`src/rtl/frame_rx_pkg.sv`:
```
// Shared constants for the serial frame receiver and its bit generator.
// Frame layout: start, 8 data bits LSB first, parity, stop.
package frame_rx_pkg;

    localparam int FRAME_BITS = 11;
    localparam int DATA_BITS  = 8;
    localparam int START_POS  = 0;
    localparam int PAR_POS    = 9;
    localparam int STOP_POS   = 10;

    localparam logic [2:0] S_IDLE   = 3'd0;
    localparam logic [2:0] S_START  = 3'd1;
    localparam logic [2:0] S_DATA   = 3'd2;
    localparam logic [2:0] S_PARITY = 3'd3;
    localparam logic [2:0] S_STOP   = 3'd4;
    localparam logic [2:0] S_BREAK  = 3'd5;

    function automatic logic maj3(
        input logic a,
        input logic b,
        input logic c
    );
        return (a & b) | (a & c) | (b & c);
    endfunction

endpackage

```
`src/rtl/frame_rx_sync.sv`:
```
// rx_sync: 2-FF synchroniser (reset to idle-high) with falling-edge detect.
// FRAME_RX_MAJORITY_EN makes rx_bit a 3-sample vote centred on rx_s.
import frame_rx_pkg::*;

module rx_sync (
    input  logic clk,
    input  logic rst,
    input  logic rx,
    output logic rx_s,
    output logic rx_bit,
    output logic fall
);

    logic s1;
    logic s2;
    logic s3;

    always_ff @(posedge clk) begin
        if (!rst) begin
            s1 <= 1'b1;
            s2 <= 1'b1;
            s3 <= 1'b1;
        end else begin
            s1 <= rx;
            s2 <= s1;
            s3 <= s2;
        end
    end

    assign rx_s = s2;
    assign fall = s3 & ~s2;

`ifdef FRAME_RX_MAJORITY_EN
    // s1 already holds next cycle's rx_s, so the vote needs no extra delay
    assign rx_bit = maj3(s3, s2, s1);
`else
    assign rx_bit = s2;
`endif

endmodule

```
`src/rtl/frame_receiver.sv`:
```
// frame_receiver: recovers 11-bit serial frames from the bit generator.
// Optional FRAME_RX_MAJORITY_EN selects 3-sample majority bit decisions.
import frame_rx_pkg::*;

module frame_receiver #(
    parameter int CLKS_PER_BIT = 16,
    parameter bit PARITY_ODD   = 1'b0
) (
    input  logic                  clk,
    input  logic                  rst,
    input  logic                  rx,
    output logic [DATA_BITS-1:0]  data,
    output logic                  valid,
    output logic                  parity_err,
    output logic                  frame_err,
    output logic                  busy,
    output logic [FRAME_BITS-1:0] frame_dbg
);

    localparam int CW = $clog2(CLKS_PER_BIT);
    localparam int IW = $clog2(DATA_BITS);
    localparam logic [CW-1:0] CNT_MID  = CW'(CLKS_PER_BIT / 2 - 1);
    localparam logic [CW-1:0] CNT_LAST = CW'(CLKS_PER_BIT - 1);
    localparam logic [IW-1:0] IDX_LAST = IW'(DATA_BITS - 1);

    logic                  rx_s;
    logic                  rx_bit;
    logic                  fall;
    logic [2:0]            state;
    logic [CW-1:0]         cnt;
    logic [IW-1:0]         idx;
    logic [DATA_BITS-1:0]  shift;
    logic                  par_bit;
    logic                  par_err_q;
    logic                  at_mid;
    logic                  at_end;
    logic [FRAME_BITS-1:0] frame_word;

    rx_sync u_sync (
        .clk    (clk),
        .rst    (rst),
        .rx     (rx),
        .rx_s   (rx_s),
        .rx_bit (rx_bit),
        .fall   (fall)
    );

    assign at_mid = (cnt == CNT_MID);
    assign at_end = (cnt == CNT_LAST);
    assign busy   = (state != S_IDLE);

    always_comb begin
        frame_word = '0;
        frame_word[START_POS] = 1'b0;
        frame_word[DATA_BITS:1] = shift;
        frame_word[PAR_POS] = par_bit;
        frame_word[STOP_POS] = rx_bit;
    end

    always_ff @(posedge clk) begin
        if (!rst) begin
            state      <= S_IDLE;
            cnt        <= '0;
            idx        <= '0;
            shift      <= '0;
            par_bit    <= 1'b0;
            par_err_q  <= 1'b0;
            data       <= '0;
            valid      <= 1'b0;
            parity_err <= 1'b0;
            frame_err  <= 1'b0;
            frame_dbg  <= '0;
        end else begin
            valid <= 1'b0;
            cnt   <= at_end ? '0 : cnt + 1'b1;
            case (state)
                S_IDLE: begin
                    if (fall) begin
                        state <= S_START;
                        cnt   <= '0;
                        shift <= '0;
                    end
                end
                S_START: begin
                    if (at_mid) begin
                        // from here cnt wraps once per bit at mid-bit
                        if (rx_bit) begin
                            state <= S_IDLE;
                        end else begin
                            state <= S_DATA;
                            idx   <= '0;
                            cnt   <= '0;
                        end
                    end
                end
                S_DATA: begin
                    if (at_end) begin
                        shift[idx] <= rx_bit;
                        idx        <= idx + 1'b1;
                        if (idx == IDX_LAST) begin
                            state <= S_PARITY;
                        end
                    end
                end
                S_PARITY: begin
                    if (at_end) begin
                        par_bit   <= rx_bit;
                        par_err_q <= ((^shift) ^ rx_bit) != PARITY_ODD;
                        state     <= S_STOP;
                    end
                end
                S_STOP: begin
                    if (at_end) begin
                        valid      <= 1'b1;
                        data       <= shift;
                        parity_err <= par_err_q;
                        frame_err  <= ~rx_bit;
                        frame_dbg  <= frame_word;
                        state      <= rx_bit ? S_IDLE : S_BREAK;
                    end
                end
                S_BREAK: begin
                    if (rx_s) begin
                        state <= S_IDLE;
                    end
                end
                default: state <= S_IDLE;
            endcase
        end
    end

endmodule

```
`config.mk`:
```
export PLATFORM = sky130hd
export DESIGN_NAME = frame_receiver
export DESIGN_NICKNAME = d
export VERILOG_FILES = /design/src/rtl/frame_rx_pkg.sv /design/src/rtl/frame_rx_sync.sv /design/src/rtl/frame_receiver.sv
export SDC_FILE = /design/constraint.sdc
export NUM_CORES = 1
export LEC_CHECK = 0
export CORE_MARGIN = 5
export CORE_UTILIZATION = 29
export CTS_BUF_LIST = sky130_fd_sc_hd__clkbuf_4
export DETAILED_ROUTE_END_ITERATION = 16
export GPL_TIMING_DRIVEN = 0
export SLEW_MARGIN = 10
export SYNTH_ARGS = -nofsm -noshare
export SYNTH_HDL_FRONTEND = slang
export SYNTH_HIERARCHICAL = 1
export SYNTH_SLANG_ARGS = --single-unit
```
`constraint.sdc`:
```
create_clock -name clk -period 2.2 [get_ports clk]
set_clock_uncertainty 0.1 [all_clocks]
set_input_delay 0.33 -clock clk [delete_from_list [all_inputs] [get_ports clk]]
set_output_delay 0.33 -clock clk [all_outputs]
set_load 0.01 [all_outputs]
```
# Word-level counts from Yosys, hierarchy flattened
# Index checks and enable logic that the tools add are counted.
[op_classes]
bitwise = 3
addsub = 2
n_reduce_logical = 12
n_mux = 26
magnitude_cmp = 2
eq_ne = 16
[ops]
columns = ["op", "count"]
rows = [
  ["$mux 3", 11],
  ["$pmux 3 s6", 1],
  ["$mux 4", 4],
  ["$mux 8", 2],
  ["$pmux 8 s2", 1],
  ["$ne 2x2->1 const B", 7],
  ["$eq 3x3->1 const B", 3],
  ["$bwmux 8", 1],
  ["$pmux 4 s2", 1],
  ["$reduce_xor 8->1", 1],
  ["$reduce_and 7->1", 1],
  ["$eq 3x2->1 const B", 2],
  ["$pmux 3 s2", 1],
  ["$reduce_and 2->1", 3],
  ["$add 4x1->4 const B", 1],
  ["$eq 4x3->1 const B", 1],
  ["$eq 4x4->1 const B", 1],
  ["$lt 3x4->1 const B", 1],
  ["$reduce_and 4->1", 1],
  ["$reduce_bool 2->1", 2],
  ["$add 3x1->3 const B", 1],
  ["$demux 1 s3", 1],
  ["$eq 3x1->1 const B", 1],
  ["$ge 3x1->1 const B", 1],
  ["other kinds (10)", 11],
]
[word_totals]
input_bits = 3
reg_bits = 44
output_inout_bits = 23

# Logic depth before layout (Yosys ltp)
[depth]
depth_word = 7
depth_mapped = 6

# Hierarchy
# The synthesis kept the hierarchy.
[modules_own_cells]
columns = ["module", "instances", "area_per_inst_um2", "cells_per_inst"]
rows = [
  ["frame_receiver", 1, 1679.1, 195],
  ["rx_sync", 1, 92.6, 8],
]

# Worst setup path after synthesis
# No wires, ideal clock.
[synth_timing]
path_kind = "register -> register"
start = "reg u_sync.s2, in the netlist u_sync/rx_bit"
end = "reg idx[1]"
synth_period_minus_slack_ns = 1.656
stages_incl_launch_ff = 6
slack_ns = 0.544
arrival_time_ns = 1.428
path_cell_list = "dfxtp_1 > buf_6 > or4b_1 > a211o_1 > a22oi_1 > nor2_1"
[synth_between]
elab_chain_cells = 2
[synth_rtl]
columns = ["element", "line_no", "rtl"]
rows = [
  ["from (decl)", "frame_rx_sync.sv:15", "logic s2;"],
  ["from (signal assigned)", "frame_rx_sync.sv:21", "s2 <= 1'b1;"],
  ["from (signal assigned)", "frame_rx_sync.sv:25", "s2 <= s1;"],
  ["$ne 2x2->1 (no source line)", "n/a", ""],
  ["$reduce_and 4->1 (no source line)", "n/a", ""],
  ["to (signal assigned)", "frame_receiver.sv:99", "idx <= idx + 1'b1;"],
  ["to (decl)", "frame_receiver.sv:31", "logic [IW-1:0] idx;"],
]
# Every way passes these cells.
# A chain may end at the register's enable or synchronous reset.

# Final worst setup path
[layout_timing]
start = "reg cnt[0]"
end = "reg shift[2]"
[layout_between]
elab_chain_cells = 3
[layout_rtl]
columns = ["element", "line_no", "rtl"]
rows = [
  ["from (decl)", "frame_receiver.sv:30", "logic [CW-1:0] cnt;"],
  ["from (signal assigned)", "frame_receiver.sv:75", "cnt <= at_end ? '0 : cnt + 1'b1;"],
  ["$eq 4x4->1", "frame_receiver.sv:49", "assign at_end = (cnt == CNT_LAST);"],
  ["$ne 2x2->1 (no source line)", "n/a", ""],
  ["$reduce_and 3->1 (no source line)", "n/a", ""],
  ["to (signal, indexed assignment)", "frame_receiver.sv:98", "shift[idx] <= rx_bit;"],
  ["to (decl)", "frame_receiver.sv:32", "logic [DATA_BITS-1:0] shift;"],
]
# Every way passes these cells.

==> results.sh <==
export IMPL_ctsHtreeMaxLevel=2
export IMPL_drive_gt1_share_pct=11.1
export IMPL_hold_path_class="reg2reg"
export IMPL_routed_wirelength_um=3820
export IMPL_remaining_drc_errors=0
export IMPL_ys_flop_type="dfxtp_1"
export IMPL_root_buffer="clkbuf_4"
export IMPL_tns_ns=0
export IMPL_path_buf_inv=0
export IMPL_worst_pin_slew_ns=0.613
export IMPL_critPathKind="reg2reg"
export IMPL_setup_violations=0
export IMPL_worstSetupEndpointType="register"
export IMPL_grt_pass1_wl_um=6850
export IMPL_rows=28
export IMPL_ys_warnings_count=6
export IMPL_min_delay_start="u_sync/s1$_SDFF_PN1_"
export IMPL_drv_slew=0
export IMPL_cts_tree="done"
export IMPL_dpl_cell_area_um2=2110
export IMPL_grt_util_all_layers_pct=11.3
export IMPL_die_area_um2=7770
export IMPL_hpwlAfterDp_um=2780
export IMPL_syn_area_um2=1770
export IMPL_critPathMaxFanout=7
export IMPL_start_util_pct=29.9
export IMPL_design_area_um2=2160
export IMPL_num_vias=1481
export IMPL_grt_setup_unrepaired="false"
export IMPL_cpPeakStageDelay_ns=0.56
export IMPL_final_period_utilization_pct=89.0
export IMPL_syn2layout_area_growth_pct=22.0
export IMPL_fp_coreArea_um2=5920
export IMPL_grt_max_degree=16
export IMPL_nets=239
export IMPL_worstPathCellList="ha_1, nand2_1, nor3_1, nand4_1, a21oi_1"
export IMPL_outcome="finished clean"
export IMPL_powerDensity_nw_per_um2=501
export IMPL_fmax_ghz=0.511
export IMPL_cts_made_buffers=5
export IMPL_synth_cells=203
export IMPL_antenna_cells=0
export IMPL_r2r_start="cnt[0]$_SDFF_PN0_"
export IMPL_avgSynthCellArea_um2=8.73
export IMPL_routedWlPerCell_um=12.4
export IMPL_first_pass_iters=4
export IMPL_dpl_worst_slack_ns=-0.0445
export IMPL_path_clk_slew_ns=0.12
export IMPL_synthArstFlopShare_pct=0
export IMPL_worst_slack_ns=0.241
export IMPL_crit_family="simple AND/OR/NAND/NOR gates"
export IMPL_crit_slowest_cell="nor3_1"
export IMPL_syn_nets=209
export IMPL_ios=26
export IMPL_max_slew_margin_pct=58.9
export IMPL_portBuffers=24
export IMPL_ys_seq_area_share_pct=40.7
export IMPL_synth_cell_types=45
export IMPL_gp_congestion=0.844
export IMPL_cp_startpoint="cnt[0]$_SDFF_PN0_"
export IMPL_die_w_um=88.2
export IMPL_grt_ovfl_total=0
export IMPL_synth_seq_cells=36
export IMPL_cap_violations=0
export IMPL_fin_crit_ns=1.96
export IMPL_fin_total_pwr_w=0.00108
export IMPL_synth_enable_flop_cells=0
export IMPL_ir_worst_vdd_v=0.000342
export IMPL_drt_antenna_violating_nets=0
export IMPL_grt_pass1_vias=1393
export IMPL_fp_dieH_um=88.2
export IMPL_hold_violations=0
export IMPL_critPathLaunchType="register"
export IMPL_critPathRequiredTime_ns=2.39
export IMPL_dr_first_iter_drc_count=94
export IMPL_fin_util_pct=36.5
export IMPL_cts_path_max_buffers=2
export IMPL_antenna_found_initial=0
export IMPL_clock_sinks=36
export IMPL_cp_data_arrival_time_ns=2.15
export IMPL_via_per_inst=4.79
export IMPL_worstSkewPairLatency_ns=0.35
export IMPL_power_leakage_nw=0.913
worst reg2reg max path, delay by kind of cell (launching register included):
kind | cells | cell delay, ns
flip-flops | 1 | 0.37
adder cells (fa/ha/maj) | 1 | 0.29
AND/OR/NAND/NOR | 3 | 0.97
AO/OA/AOI/OAI | 1 | 0.16
layout make-up:
| cell class | count | area (um^2) |
|---|---|---|
| Clock buffer | 6 | 45.0 |
| Multi-Input combinational cell | 135 | 877 |
| Timing Repair Buffer | 24 | 243 |
| Inverter | 8 | 30.0 |
| Tap cell | 75 | 93.8 |
| Sequential cell | 36 | 721 |
| Clock inverter | 2 | 11.3 |
| Fill cell | 615 | 3760 |
| Buffer | 23 | 141 |
per-layer routing:
layer,global-route usage [%],wire [um],up-vias
met4,3.30,44,0
met1,16.3,1860,670
met2,16.1,1680,39
li1,-,-,767
met5,0,0,-
met3,3.67,238,5
power by group:
part / switching [W] / internal [W] / leakage [nW]
clock network: 0.000232 / 0.000134 / 0.0293
registers: 0.00000525 / 0.000659 / 0.291
logic: 0.0000306 / 0.0000235 / 0.593
total: 0.000268 / 0.000816 / 0.913
worst paths after layout:
path / endpoint / cells after the start / slack (ns)
hold / removal: u_sync/rx_bit$_SDFF_PN1_ / 1 / 0.33
setup / recovery: shift[2]$_SDFFE_PN0P_ / 5 / 0.24
setup reg to reg: shift[2]$_SDFFE_PN0P_ / 5 / 0.24
hold reg to reg: u_sync/rx_bit$_SDFF_PN1_ / 1 / 0.33
cell families (layout without fill, tap and decap cells):
group	count (synthesis)	in the layout	share of synthesized area, %
other	1	1	0.212
DFF	36	36	40.7
and+or+nand+nor	65	65	19.0
muxes	12	12	6.78
AOI/OAI and AO/OA	47	47	17.2
xor gates and xnor gates	7	7	4.24
adders and majority gates	3	3	2.12
buffers and inverters	32	63	9.82
synth_stat cells (all sizes together) (2+ instances only):
library cell | number | area (um^2)
mux2i | 12 | 120
o31ai | 2 | 15.0
nor3 | 5 | 25.0
nor2 | 22 | 82.6
a211o | 2 | 17.5
o21ai | 11 | 55.1
xor2 | 2 | 17.5
nand2 | 8 | 30.0
a31oi | 4 | 25.0
nand4 | 4 | 25.0
nor3b | 2 | 15.0
clkbuf | 5 | 18.8
nand2b | 5 | 31.3
nor2b | 4 | 25.0
o311a | 2 | 20.0
buf | 19 | 125
nand3 | 6 | 30.0
xnor2 | 4 | 35.0
inv | 8 | 30.0
ha | 3 | 37.5
a22oi | 2 | 15.0
a21oi | 16 | 80.1
dfxtp | 36 | 721
stage by stage:
stage,hold slack (ns),cells
CTS,0.330,309
global route,0.380,309
finish,0.326,309
global placement,0.289,302
detailed placement,0.299,302
floorplan,0.286,203
layout by cell type (no fill, tap or decap), types with 8 or more instances in the layout:
cell / netlist / final
buf_2: 7 / 8
nor2_1: 22 / 22
nand2_1: 8 / 8
clkdlybuf4s50_1: 0 / 23
a21oi_1: 16 / 16
o21ai_0: 11 / 11
mux2i_1: 12 / 12
buf_4: 10 / 10
inv_1: 8 / 8
dfxtp_1: 36 / 36
registers in the layout, indices dropped and copies added, names as in the netlist:
name	cells
parity_err	1
valid	1
frame_dbg	3
u_sync/s1	1
cnt	4
state	3
par_bit	1
shift	8
idx	3
u_sync/rx_bit	1
par_err_q	1
frame_err	1
u_sync/s3	1
data	7
timing repair:
action	in CTS	in global routing
buffers inserted	0	0
setup endpoints to repair	1	1
hold buffers	0	0
gates resized for setup	1	2
cloned	0	0
Power figures use the tool's default switching activity.
